## src/rtl/ot_pkg.sv

```systemverilog
// Shared types and helpers for the ot_* output path: packed word payload,
// slots-per-word helper, default pad value and packer FSM states.
package ot_pkg;

   localparam int unsigned OT_IN_W  = 8;
   localparam int unsigned OT_OUT_W = 64;

   localparam logic [OT_IN_W-1:0] OT_PAD_DEF = '0;

   function automatic int unsigned ot_bpw(input int unsigned out_w, input int unsigned in_w);
      return out_w / in_w;
   endfunction

   localparam int unsigned OT_BPW = ot_bpw(OT_OUT_W, OT_IN_W);

   typedef struct packed {
      logic [OT_OUT_W-1:0] data;
      logic [OT_BPW-1:0]   keep;
      logic                last;
   } ot_word_t;

   typedef enum logic [0:0] {
      ST_ACC   = 1'b0,
      ST_STALL = 1'b1
   } ot_qpack_state_t;

endpackage

```

## src/rtl/ot_wfifo.sv

```systemverilog
// Synchronous FIFO of packed words with level reporting; a push into a full
// FIFO is ignored, so upstream must honour the level (backpressure).
module ot_wfifo
   import ot_pkg::*;
#(
   parameter type         T     = ot_word_t,
   parameter int unsigned DEPTH = 4
) (
   input  logic                       clk,
   input  logic                       reset,
   input  logic                       i_push,
   input  T                           i_data,
   input  logic                       i_pop,
   output T                           o_data,
   output logic                       o_empty,
   output logic [$clog2(DEPTH+1)-1:0] o_level,
   output logic [$clog2(DEPTH+1)-1:0] o_level_nxt_c
);

   localparam int unsigned AW    = $clog2(DEPTH);
   localparam int unsigned LVL_W = $clog2(DEPTH + 1);

   T                 r_mem [DEPTH];
   logic [AW-1:0]    r_wr;
   logic [AW-1:0]    r_rd;
   logic [LVL_W-1:0] r_level;
   logic             w_push;
   logic             w_pop;

   assign w_push = i_push && (r_level != LVL_W'(DEPTH));
   assign w_pop  = i_pop && (r_level != '0);

   always_comb begin
      o_level_nxt_c = r_level;
      if (w_push && !w_pop) begin
         o_level_nxt_c = r_level + LVL_W'(1);
      end else if (!w_push && w_pop) begin
         o_level_nxt_c = r_level - LVL_W'(1);
      end
   end

   // Pointers wrap naturally since DEPTH is a power of two.
   always_ff @(posedge clk) begin
      if (reset) begin
         r_wr    <= '0;
         r_rd    <= '0;
         r_level <= '0;
         for (int i = 0; i < int'(DEPTH); i++) begin
            r_mem[i] <= '0;
         end
      end else begin
         if (w_push) begin
            r_mem[r_wr] <= i_data;
            r_wr        <= r_wr + AW'(1);
         end
         if (w_pop) begin
            r_rd <= r_rd + AW'(1);
         end
         r_level <= o_level_nxt_c;
      end
   end

   assign o_data  = r_mem[r_rd];
   assign o_empty = (r_level == '0);
   assign o_level = r_level;

endmodule

```

## src/rtl/ot_qpack.sv

```systemverilog
// Quantised-value packer: gathers IN_LANES values per beat into OUT_W-bit words
// and queues them for downstream. Optional counters under OT_QPACK_STAT_EN.
module ot_qpack
   import ot_pkg::*;
#(
   parameter int unsigned        IN_W      = OT_IN_W,
   parameter int unsigned        IN_LANES  = 1,
   parameter int unsigned        OUT_W     = OT_OUT_W,
   parameter int unsigned        OUT_DEPTH = 4,
   parameter logic [IN_W-1:0]    PAD_VAL   = IN_W'(OT_PAD_DEF)
) (
   input  logic                                clk,
   input  logic                                reset,
   input  logic                                q_valid,
   output logic                                q_ready,
   input  logic [IN_LANES*IN_W-1:0]            q_data,
   input  logic                                q_last,
   output logic                                o_valid,
   input  logic                                o_ready,
   output logic [OUT_W-1:0]                    o_data,
   output logic [ot_bpw(OUT_W, IN_W)-1:0]      o_keep,
   output logic                                o_last,
   output logic [$clog2(OUT_DEPTH+1)-1:0]      o_level
`ifdef OT_QPACK_STAT_EN
   ,
   output logic [31:0]                         stat_words,
   output logic [15:0]                         stat_parts
`endif
);

   localparam int unsigned BPW   = ot_bpw(OUT_W, IN_W);
   localparam int unsigned NG    = BPW / IN_LANES;
   localparam int unsigned G_W   = (NG > 1) ? $clog2(NG) : 1;
   localparam int unsigned LW    = IN_LANES * IN_W;
   localparam int unsigned LVL_W = $clog2(OUT_DEPTH + 1);

   if (((BPW % IN_LANES) != 0) || ((OUT_W % IN_W) != 0)) begin : g_cfg_err
      $error("ot_qpack: IN_W must divide OUT_W and IN_LANES must divide OUT_W/IN_W");
   end

   typedef struct packed {
      logic [OUT_W-1:0] data;
      logic [BPW-1:0]   keep;
      logic             last;
   } word_t;

   ot_qpack_state_t  r_state;
   ot_qpack_state_t  w_state_nxt;
   logic             r_q_ready;
   logic [G_W-1:0]   r_grp;
   logic [OUT_W-1:0] r_acc_data;
   logic [BPW-1:0]   r_acc_keep;
   logic [OUT_W-1:0] w_ins_data;
   logic [BPW-1:0]   w_ins_keep;
   logic             w_accept;
   logic             w_full_word;
   logic             w_commit;
   logic             w_pop;
   logic             w_empty;
   word_t            w_push_word;
   word_t            w_head;
   logic [LVL_W-1:0] w_level_nxt;

   // ptr is always a multiple of IN_LANES, so track it as a lane-group index.
   assign w_accept    = q_valid && r_q_ready;
   assign w_full_word = (r_grp == G_W'(NG - 1));
   assign w_commit    = w_accept && (w_full_word || q_last);

   always_comb begin
      w_ins_data = r_acc_data;
      w_ins_keep = r_acc_keep;
      for (int g = 0; g < int'(NG); g++) begin
         if (r_grp == G_W'(g)) begin
            w_ins_data[g*LW +: LW]             = q_data;
            w_ins_keep[g*IN_LANES +: IN_LANES] = '1;
         end
      end
   end

   // Unwritten slots of a flushed word carry PAD_VAL.
   always_comb begin
      w_push_word = '0;
      for (int s = 0; s < int'(BPW); s++) begin
         w_push_word.data[s*IN_W +: IN_W] = w_ins_keep[s] ? w_ins_data[s*IN_W +: IN_W] : PAD_VAL;
      end
      w_push_word.keep = w_ins_keep;
      w_push_word.last = q_last;
   end

   always_ff @(posedge clk) begin
      if (reset) begin
         r_grp      <= '0;
         r_acc_data <= '0;
         r_acc_keep <= '0;
      end else if (w_accept) begin
         if (w_commit) begin
            r_grp      <= '0;
            r_acc_keep <= '0;
         end else begin
            r_grp      <= r_grp + G_W'(1);
            r_acc_data <= w_ins_data;
            r_acc_keep <= w_ins_keep;
         end
      end
   end

   ot_wfifo #(
      .T     (word_t),
      .DEPTH (OUT_DEPTH)
   ) u_fifo (
      .clk           (clk),
      .reset         (reset),
      .i_push        (w_commit),
      .i_data        (w_push_word),
      .i_pop         (w_pop),
      .o_data        (w_head),
      .o_empty       (w_empty),
      .o_level       (o_level),
      .o_level_nxt_c (w_level_nxt)
   );

   assign o_valid = !w_empty;
   assign w_pop   = o_valid && o_ready;
   assign o_data  = w_head.data;
   assign o_keep  = w_head.keep;
   assign o_last  = w_head.last;

   always_comb begin
      w_state_nxt = r_state;
      case (r_state)
         ST_ACC:   if (w_level_nxt == LVL_W'(OUT_DEPTH)) w_state_nxt = ST_STALL;
         ST_STALL: if (w_level_nxt < LVL_W'(OUT_DEPTH))  w_state_nxt = ST_ACC;
         default:  w_state_nxt = ST_ACC;
      endcase
   end

   // q_ready follows the next state so it reflects the occupancy it is paired with.
   always_ff @(posedge clk) begin
      if (reset) begin
         r_state   <= ST_ACC;
         r_q_ready <= 1'b0;
      end else begin
         r_state   <= w_state_nxt;
         r_q_ready <= (w_state_nxt == ST_ACC);
      end
   end

   assign q_ready = r_q_ready;

`ifdef OT_QPACK_STAT_EN
   logic [31:0] r_stat_words;
   logic [15:0] r_stat_parts;

   always_ff @(posedge clk) begin
      if (reset) begin
         r_stat_words <= '0;
         r_stat_parts <= '0;
      end else if (w_pop) begin
         if (r_stat_words != '1) r_stat_words <= r_stat_words + 32'(1);
         if ((w_head.keep != '1) && (r_stat_parts != '1)) r_stat_parts <= r_stat_parts + 16'(1);
      end
   end

   assign stat_words = r_stat_words;
   assign stat_parts = r_stat_parts;
`endif

endmodule

```

## config.mk

```make
export PLATFORM = sky130hd
export DESIGN_NAME = ot_qpack
export DESIGN_NICKNAME = d
export VERILOG_FILES = /design/src/rtl/ot_pkg.sv /design/src/rtl/ot_wfifo.sv /design/src/rtl/ot_qpack.sv
export SDC_FILE = /design/constraint.sdc
export NUM_CORES = 1
export LEC_CHECK = 0
export CAP_MARGIN = 20
export CORE_ASPECT_RATIO = 0.6
export CORE_MARGIN = 8
export CORE_UTILIZATION = 30
export DETAILED_ROUTE_END_ITERATION = 16
export GPL_TIMING_DRIVEN = 0
export PLACE_DENSITY = 0.48
export SKIP_CTS_REPAIR_TIMING = 1
export SYNTH_ARGS = -nofsm -noshare
export SYNTH_HDL_FRONTEND = slang
export SYNTH_SLANG_ARGS = --single-unit
export TNS_END_PERCENT = 10
```

## constraint.sdc

```tcl
create_clock -name clk -period 11.23 [get_ports clk]
set_input_delay 3.369 -clock clk [delete_from_list [all_inputs] [get_ports clk]]
set_output_delay 3.369 -clock clk [all_outputs]
set_load 0.01 [all_outputs]
```

==> flow_metrics.tcl <==
set metrics [dict create \
    status "complete, no violations" \
    p_per_area_nw_per_um2 196 \
    final_hold_viol_count 0 \
    antenna_found_initial 0 \
    p_comb_share_pct 23.8 \
    intPower_w 0.00272 \
    maxCapViolations 0 \
    synth-seq-cells 378 \
    finalCritPeriodShare_pct 60.4 \
    hold_class "reg2reg" \
    cts-root-buf "clkbuf_16" \
    initialDrtViolationCount 995 \
    grt_overflow 0 \
    start_util_pct 30.5 \
    critPathRequiredTime_ns 7.86 \
    p_leak_nw 6.37 \
    p_switching_w 0.00106 \
    crit_type "reg2out" \
    drt_first_pass_iters 5 \
    dp_cells 2065 \
    netlist_area_um2 16100 \
    clkSinkCount 378 \
    rsz0062_at_grt "no" \
    cts_buffers 38 \
    nNetsFinal 1424 \
    synth-edff-count 292 \
    clock_power_share_pct 33.6 \
    synthCells 1263 \
    post_drt_via_cell_ratio 4.92 \
    routedWlPerCell_um 22.4 \
    routed-via-count 10500 \
    fp-row-count 65 \
    clk_pin_slew_worst_paths_ns 0.07 \
    worstMarginPinSlew_ns 1.20 \
    end_kind "primary output" \
    layout-drive-gt1-share_pct 11.8 \
    yosys_warnings 0 \
    die_h_um 195 \
    grt_usage_pct 15.3 \
    clk_latency_ns 0.54 \
    syn_area_per_cell_um2 12.7 \
    ant_nets 0 \
    port_buffers 88 \
    gp_congestion 0.794 \
    synth.net_count 1285 \
    clock_path_buffers 3 \
    synth-seq-area-share_pct 65.3 \
    die_w_um 315 \
    sequentialPowerShare_pct 42.6 \
    final_common_cell "edfxtp_1" \
    fin_cells 2136 \
    fp.dieArea_um2 61500 \
    drt_drc_violations_left 0 \
    syn_to_final_growth_pct 20.3 \
    max-slew-margin-rel_pct 19.2 \
    dpl.hpwl_um 32800 \
    htree_levels 2 \
    fin_crit_ns 6.78 \
    switching_share_pct 28.0 \
    ys.flop_type "edfxtp_1" \
    ios 91 \
    grt_start_max_net_pins 44 \
    finalSetupTns_ns 0 \
    hold_ws_ns 0.452 \
    core_area_um2 52800 \
    wl_um 47800 \
    fmax_mhz 148 \
    critPathLaunchType "register" \
    critPathArrivalTime_ns 3.41 \
    grt_pass1_wl_um 70900 \
    fin_worst_skew_ns 0.0120 \
    total_power_w 0.00378 \
    grt_pass1_vias 10600 \
    synth_cell_types 44 \
    maxSlewViolCount 0 \
    final-setup-viol-count 0 \
    vdd_drop_max_uv 137 \
    cts_tree "built" \
    final_cell_mix "edfxtp_1 (292), nor2_1 (283), nand2_1 (141), clkdlybuf4s50_1 (88), dfxtp_1 (86)" \
    synthArstFlopShare_pct 0 \
    cp_max_fo 11 \
]
[synth_stat cells, types with 9 or more instances]
| library cell | n | area, um^2 |
|---|---|---|
| edfxtp_1 | 292 | 8770 |
| nor2_1 | 283 | 1060 |
| nand2_1 | 142 | 533 |
| dfxtp_1 | 86 | 1720 |
| a21oi_1 | 81 | 405 |
| mux4_2 | 73 | 1640 |
| clkbuf_1 | 53 | 199 |
| a21boi_0 | 32 | 240 |
| inv_1 | 31 | 116 |
| mux2i_1 | 27 | 270 |
| a211oi_1 | 23 | 173 |
| nand3_1 | 21 | 105 |
| buf_2 | 13 | 65.1 |
| nor2b_1 | 13 | 81.3 |
| and2_1 | 9 | 56.3 |
| ha_1 | 9 | 113 |
[final cells by class]
| cell class | count | area (um^2) |
|---|---|---|
| diodes | 1 | 2.50 |
| inverters | 32 | 120 |
| well taps | 703 | 880 |
| flip-flops and latches | 378 | 10500 |
| clock inverters | 7 | 41.3 |
| clock buffers | 63 | 1180 |
| multi-input cells | 778 | 5200 |
| plain buffers | 75 | 305 |
| repair buffers | 99 | 1120 |
| fillers | 5079 | 33400 |
[cell families after synthesis]
family / share of synthesized area (%)
AO/OA/AOI/OAI: 6.62
buffers and inverters: 2.65
adder cells (fa/ha/maj): 0.701
flip-flops: 65.3
XOR/XNOR: 0.436
multiplexers: 12.0
AND/OR/NAND/NOR: 12.4
[through the flow]
| step | area [um^2] | util [%] | setup WS, ns |
|---|---|---|---|
| after floorplan | 16100 | - | 1.61 |
| after CTS | 19300 | 36.6 | 4.42 |
| after detailed placement | 18100 | 34.3 | 4.70 |
| after global placement | 17800 | 33.8 | -4.50 |
| final | 19300 | 36.6 | 4.45 |
| after global routing | 19300 | 36.6 | 4.33 |
[layer usage]
layer	track usage [%]	share of wire (%)
met1	23.5	49
met5	0	0
met2	22.3	42
met3	3.01	6.8
met4	3.07	1.7
[registers in the layout, indices dropped and copies added (netlist names), named ones only]
register	flops
u_fifo.r_mem	292
r_acc_data	64
r_acc_keep	8
r_grp	3
u_fifo.o_level	3
u_fifo.r_rd	2
u_fifo.r_wr	2
q_ready	1
r_state	1
[final timing paths]
path | startpoint | to | slack (ns) | cells after the start
worst max register to register | r_grp[0] | u_fifo.r_mem[3][52] | 7.79 | 8
worst min register to register | r_acc_data[60] | r_acc_data[60] | 0.45 | 2
worst max-delay path | register | o_data[9] | 4.45 | 4
worst min-delay path | r_acc_data[60] | r_acc_data[60] | 0.45 | 2
[power by group through the flow]
stage,sequential [W],clock (W),combinational (W)
after global routing,0.00162,0.00135,0.000968
after detailed placement,0.00164,0,0.000921
after floorplan,0.00164,0,0.000492
after global placement,0.00166,0,0.000901
after CTS,0.00161,0.00129,0.000925
final,0.00161,0.00127,0.000900
[worst max-delay path, stage by stage (launching register included)]
cell,delay [ns]
dfxtp_1,0.31
clkbuf_1,0.75
buf_2,0.58
mux4_2,0.67
clkdlybuf4s50_1,0.54
No activity file was read; power rests on OpenSTA's default activity.
